$ cat config.mk
export PLATFORM = sky130hd
export DESIGN_NAME = bitfusion_column_ctrl
export DESIGN_NICKNAME = d
export VERILOG_FILES = /design/src/rtl/bitfusion_column_ctrl.sv
export SDC_FILE = /design/constraint.sdc
export NUM_CORES = 1
export LEC_CHECK = 0
export CAP_MARGIN = 10
export CORE_MARGIN = 2
export CORE_UTILIZATION = 43
export DETAILED_ROUTE_END_ITERATION = 12
export PLACE_DENSITY = 0.88
export SYNTH_ARGS = -nofsm -noshare
export SYNTH_HDL_FRONTEND = slang
export SYNTH_SLANG_ARGS = --single-unit
export TNS_END_PERCENT = 10
$ cat constraint.sdc
create_clock -name clk -period 2.52 [get_ports clk]
set_input_delay 0.252 -clock clk [delete_from_list [all_inputs] [get_ports clk]]
set_output_delay 0.252 -clock clk [all_outputs]
set_load 0.05 [all_outputs]
$ cat src/rtl/bitfusion_column_ctrl.sv
// Sequencer for one BitFusion PE column: weight load, buffer fill, activation streaming, drain, done.
// All outputs are registered decodes of the next state; busy is high from LOAD through DONE.
module bitfusion_column_ctrl #(
  parameter int NUM_PE       = 16,
  parameter int DRAIN_CYCLES = 19,
  parameter int TILE_W       = 8
) (
  input  logic                  clk,
  input  logic                  reset,
  input  logic                  start,
  input  logic                  abort,
  input  logic [1:0]            cfg_bitwidth,
  input  logic [3:0]            cfg_sign_x,
  input  logic [3:0]            cfg_sign_y,
  input  logic [TILE_W-1:0]     cfg_tiles,
  output logic                  busy,
  output logic                  wbuf_load,
  output logic                  acc_clear,
  output logic                  act_valid,
  output logic [1:0]            input_bitwidth,
  output logic [3:0]            sign_x,
  output logic [3:0]            sign_y,
  output logic [3*NUM_PE-1:0]   signal,
  output logic                  done
);

  localparam int CNT_W = $clog2(DRAIN_CYCLES + 1);
  localparam logic [CNT_W-1:0] DRAIN_LOAD = CNT_W'(DRAIN_CYCLES - 1);

  typedef enum logic [2:0] {
    IDLE   = 3'd0,
    LOAD   = 3'd1,
    FILL   = 3'd2,
    STREAM = 3'd3,
    DRAIN  = 3'd4,
    DONE   = 3'd5
  } state_t;

  state_t              state_q, state_d;
  logic [TILE_W-1:0]   tile_q, tile_d;
  logic [CNT_W-1:0]    cnt_q, cnt_d;
  logic [1:0]          bw_q, bw_d;
  logic [3:0]          sx_q, sx_d;
  logic [3:0]          sy_q, sy_d;
  logic [3*NUM_PE-1:0] signal_q, signal_d;
  logic                busy_q, busy_d;
  logic                wbuf_q, wbuf_d;
  logic                clr_q, clr_d;
  logic                act_q, act_d;
  logic                done_q, done_d;

  always_comb begin
    state_d  = state_q;
    tile_d   = tile_q;
    cnt_d    = cnt_q;
    bw_d     = bw_q;
    sx_d     = sx_q;
    sy_d     = sy_q;
    signal_d = signal_q;

    case (state_q)
      IDLE: begin
        if (start && !abort) begin
          bw_d     = (cfg_bitwidth == 2'b11) ? 2'b10 : cfg_bitwidth;
          sx_d     = cfg_sign_x;
          sy_d     = cfg_sign_y;
          signal_d = {NUM_PE{{1'b0, bw_d}}};
          tile_d   = cfg_tiles;
          state_d  = LOAD;
        end
      end
      LOAD: begin
        // cnt counts the two FILL cycles down as 1, 0
        cnt_d   = CNT_W'(1);
        state_d = FILL;
      end
      FILL: begin
        if (cnt_q == '0) begin
          if (tile_q == '0) begin
            cnt_d   = DRAIN_LOAD;
            state_d = DRAIN;
          end else begin
            state_d = STREAM;
          end
        end else begin
          cnt_d = cnt_q - CNT_W'(1);
        end
      end
      STREAM: begin
        if (tile_q != '0) tile_d = tile_q - TILE_W'(1);
        if (tile_q <= TILE_W'(1)) begin
          cnt_d   = DRAIN_LOAD;
          state_d = DRAIN;
        end
      end
      DRAIN: begin
        // the DONE cycle itself is the last of the DRAIN_CYCLES after the final issue
        if (cnt_q != '0) cnt_d = cnt_q - CNT_W'(1);
        if (cnt_q <= CNT_W'(1)) state_d = DONE;
      end
      DONE: begin
        cnt_d   = '0;
        state_d = IDLE;
      end
      default: begin
        state_d = IDLE;
      end
    endcase

    if (abort && state_q != IDLE) begin
      state_d = IDLE;
      tile_d  = '0;
      cnt_d   = '0;
    end

    busy_d = (state_d != IDLE);
    wbuf_d = (state_d == LOAD);
    clr_d  = (state_d == LOAD);
    act_d  = (state_d == STREAM);
    done_d = (state_d == DONE);
  end

  always_ff @(posedge clk or negedge reset) begin
    if (!reset) begin
      state_q  <= IDLE;
      tile_q   <= '0;
      cnt_q    <= '0;
      bw_q     <= 2'b00;
      sx_q     <= 4'h0;
      sy_q     <= 4'h0;
      signal_q <= '0;
      busy_q   <= 1'b0;
      wbuf_q   <= 1'b0;
      clr_q    <= 1'b0;
      act_q    <= 1'b0;
      done_q   <= 1'b0;
    end else begin
      state_q  <= state_d;
      tile_q   <= tile_d;
      cnt_q    <= cnt_d;
      bw_q     <= bw_d;
      sx_q     <= sx_d;
      sy_q     <= sy_d;
      signal_q <= signal_d;
      busy_q   <= busy_d;
      wbuf_q   <= wbuf_d;
      clr_q    <= clr_d;
      act_q    <= act_d;
      done_q   <= done_d;
    end
  end

  assign busy           = busy_q;
  assign wbuf_load      = wbuf_q;
  assign acc_clear      = clr_q;
  assign act_valid      = act_q;
  assign done           = done_q;
  assign input_bitwidth = bw_q;
  assign sign_x         = sx_q;
  assign sign_y         = sy_q;
  assign signal         = signal_q;

endmodule

# After elaboration in Yosys (flattened, before gate mapping)
# Index checks and enable logic that the tools add are counted.
# op_classes
add_sub_neg	2
magnitude_cmp	2
eq_ne	14
muxes	18
n_reduce_logical	15
# ops
operator	n
2-to-1 mux 5 bit	5
case mux 5 bit (5 select lines)	1
2-to-1 mux 8 bit	3
2-to-1 mux 3 bit	6
case mux 8 bit (2 select lines)	1
case mux 3 bit (5 select lines)	1
inequality test 3 bit (second input constant)	4
equality test 3 x 2 -> 1 bit (second input constant)	3
equality test 3 bit (second input constant)	3
nonzero test 3 bit	3
<= comparator 8 x 1 -> 1 bit (second input constant)	1
zero test 8 bit	1
nonzero test 8 bit	1
subtractor 8 x 1 -> 8 bit (second input constant)	1
equality test 3 x 1 -> 1 bit (second input constant)	2
nonzero test 6 bit	1
<= comparator 5 x 1 -> 1 bit (second input constant)	1
zero test 5 bit	1
nonzero test 5 bit	1
subtractor 5 x 1 -> 5 bit (second input constant)	1
inequality test 4 bit (second input constant)	1
AND reduction 4 bit	1
zero test 3 bit	1
AND reduction 3 bit	1
other kinds (5)	6
# word_totals
ff_bits	62
input_bits	22
out_inout_bits	63
wordCells	62

# Depth between registers and ports, before layout
# depth
word_depth	6
depth_mapped	8
ltp_nobuf	7

# Least setup slack after synthesis
# OpenSTA, ideal clock, no wires.
# synth_path
kind	register to register
startpoint	register tile_q[0]
endpoint	register cnt_q[2]
setup_ps	121
arrival_ps	1975
t_required_ps	2399
setup_slack_ps	424
path_stages_with_launch	8
n_path_buf	0
synth_period_minus_slack_ps	2096
path_cell_list	dfrtp_1 > inv_1 > ha_1 > or4b_2 > o221ai_1 > o22ai_1 > o21bai_1 > a22o_1
# synth_between
elab_chain_cells	3
word_cells_on_any_way	5
cone_classes	order compare: 1; eq/ne: 2; reduce/logical: 2
# synth_rtl
element	line_no	source
start: declaration	40	logic [TILE_W-1:0] tile_q, tile_d;
start signal: assignment	139	tile_q <= tile_d;
<= comparator 8 x 1 -> 1 bit / zero test 8 bit (equally long branches)	91, 79	
inequality test 3 bit (no line) / inequality test 4 bit (equally long branches)	--	
AND reduction 4 bit (no line) (*)	--	
end signal: assignment	140	cnt_q <= cnt_d;
end: declaration	41	logic [CNT_W-1:0] cnt_q, cnt_d;
# Mark *: on every way between the ends. The rest lies on a longest branch, timed or not.
# A chain may end at the register's enable or synchronous reset.

# Worst setup path after layout
# Ends and elaborated chain as after synthesis.

==> impl_metrics.env <==
export IMPL_avgSynthCellArea_um2=8.49
export IMPL_fin_crit_sh=0.900
export IMPL_setup_viol=0
export IMPL_syn_cell_area_um2=2090
export IMPL_synth_mux_area_frac=0
export IMPL_netlist_instances=246
export IMPL_grt_pass1_wl_um=7380
export IMPL_root_buffer="clkbuf_8"
export IMPL_dp_hpwl_um=3490
export IMPL_cp_start_kind="flop"
export IMPL_grt_overflow_total=0
export IMPL_slew_headroom=0.579
export IMPL_die_area_um2=5430
export IMPL_cts_buffer_depth=2
export IMPL_cp_top_family="compound AO/OA/AOI/OAI gates"
export IMPL_die_w_um=73.7
export IMPL_gp_congestion=0.925
export IMPL_yosys_area_share_adder=0.0359
export IMPL_cp_startpoint="tile_q[0]"
export IMPL_critical_path_class="reg2reg"
export IMPL_hold_buffers=0
export IMPL_cts_tree="done"
export IMPL_critPathArrivalTime_ns=2.44
export IMPL_synth_xor_area_frac=0.00419
export IMPL_vias_per_cell=5.21
export IMPL_h_tree_depth=2
export IMPL_layout_common_cells="clkdlybuf4s50_1 (68), nand2_1 (40), dfrtp_1 (30)"
export IMPL_synth_simple_area_share=0.198
export IMPL_n_antenna_cell=0
export IMPL_post_cts_buffers=0
export IMPL_cap_violations=0
export IMPL_fin_area_um2=2640
export IMPL_antenna_found_initial=0
export IMPL_num_io_pins=85
export IMPL_drt_total_wl_um=4570
export IMPL_core_um2=4690
export IMPL_async_reset_ff_frac=1.00
export IMPL_crit_path_max_incr_delay_ns=0.61
export IMPL_status="complete, no violations"
export IMPL_required_ns=2.69
export IMPL_chipHeight_um=73.7
export IMPL_fin_setup_tns_ns=0
export IMPL_cts_resized=0
export IMPL_drcViolationCount=0
export IMPL_fin_skew_ns=0.00565
export IMPL_period_minus_slack_ns=2.27
export IMPL_path_cells="inv_1, ha_1, or4b_2, o221ai_1, o22ai_1, o21bai_1, a22o_1"
export IMPL_initial_core_util=0.445
export IMPL_port_buffers=68
export IMPL_synth_seq_area_share=0.359
export IMPL_slew_violations=0
export IMPL_hp_class="in2async"
export IMPL_cts_buffers=5
export IMPL_wl_per_cell_um=13.4
export IMPL_tightest_slew_ns=0.625
export IMPL_drt_iter0_drc=135
export IMPL_ys_ff_latch=30
export IMPL_num_rows=25
export IMPL_clock_latency_ns=0.28
export IMPL_cp_end_kind="flop"
export IMPL_synth_edf_count=0
export IMPL_final_common_cell="clkdlybuf4s50_1"
export IMPL_final_nets=315
export IMPL_synth_top_family_by_area="buffers and inverters"
export IMPL_drive_above_1_share=0.0941
export IMPL_crit_slowest_cell="or4b_2"
export IMPL_grt_pass1_vias=1570
export IMPL_grt_max_degree=31
export IMPL_rsz0062_at_grt="false"
export IMPL_area_growth_pct=26.2
export IMPL_ys_warn_count=0
export IMPL_ys_flop_type="dfrtp_1"
export IMPL_critPathBufInv=1
export IMPL_cts_sinks=30
export IMPL_grt_total_usage=0.179
export IMPL_hold_viol_final=0
export IMPL_first_pass_iters=4
export IMPL_synth_distinct_cells=48
export IMPL_routed_via_count=1776
export IMPL_antenna_left=0
export IMPL_fmax_mhz=441
export IMPL_crit_fanout=6
export IMPL_clkTransAtPathRegs_ns=0.06
export IMPL_reg2reg_from="tile_q[0]"
export IMPL_dpl_cell_area_um2=2560
export IMPL_synth_compound_area_frac=0.195
## worst register-to-register path: stages, from the launching register on
cell,delay [ns]
dfrtp_1,0.41
inv_1,0.11
ha_1,0.19
or4b_2,0.61
o221ai_1,0.21
o22ai_1,0.22
o21bai_1,0.22
a22o_1,0.17
## kinds of logic after synthesis
kind of cell / count (synthesis)
AND/OR/NAND/NOR: 87
XOR/XNOR: 1
other: 1
adder cells (fa/ha/maj): 6
buffers and inverters: 65
flip-flops: 30
AO/OA/AOI/OAI: 56
## registers in the layout (all words and copies together), names as in the netlist
name	count
signal	1
sign_y	4
sign_x	4
state_q	3
tile_q	8
busy	1
cnt_q	5
act_valid	1
done	1
acc_clear	1
input_bitwidth	1
## worst paths after layout
| path | end | slack [ns] | depth (start not counted) |
|---|---|---|---|
| worst min register to register | sign_x[1] | 0.47 | 2 |
| worst min-delay path | signal[43] | 0.36 | 2 |
| worst max register to register | cnt_q[2] | 0.25 | 7 |
| worst max-delay path | cnt_q[2] | 0.25 | 7 |
| max in group asynchronous | tile_q[7] | 1.89 | 2 |
| min in group clk | sign_x[1] | 0.47 | 2 |
## cell type report
class,count,area (µm²)
timing repair buffer,77,748
inverter,7,26.3
multi-input combinational,166,965
sequential,30,751
tap,54,67.6
fill,423,2060
clock buffer,5,68.8
clock inverter,2,10.0
## metal layers
| metal | up-vias | wire, µm | track usage | part of all wire |
|---|---|---|---|---|
| met5 | - | 0 | 0 | 0 |
| met4 | 0 | 65 | 0.0646 | 0.014 |
| met3 | 5 | 418 | 0.0466 | 0.091 |
| met2 | 91 | 2120 | 0.278 | 0.46 |
| met1 | 814 | 1970 | 0.241 | 0.43 |
| li1 | 866 | - | - | - |
## through the flow
step,cells,worst slack [ns],utilization,hold WS [ns]
3_3_place_gp,334,0.348,0.545,0.458
6_report,341,0.253,0.562,0.357
3_5_place_dp,334,0.285,0.545,0.462
2_1_floorplan,261,0.424,-,-0.0436
4_1_cts,341,0.271,0.562,0.363
5_1_grt,341,0.118,0.562,0.403
## cells in the mapped netlist (3+ instances only)
cell	instances	share of area
inv_1	7	0.013
a31oi_1	5	0.015
dfrtp_1	30	0.36
nand2_1	40	0.072
o22ai_1	3	0.0090
ha_1	6	0.036
nand2b_1	3	0.0090
nand3_1	5	0.012
clkbuf_1	8	0.014
nor2_1	18	0.032
o211ai_1	3	0.011
a21oi_1	11	0.026
nor3_1	6	0.014
o31ai_1	3	0.011
a211oi_1	4	0.014
buf_4	49	0.18
o21ai_0	9	0.022
Power is left out: the tool's default activity adds up to more than one toggle a clock period on the data nets, which glitch-free logic cannot reach.
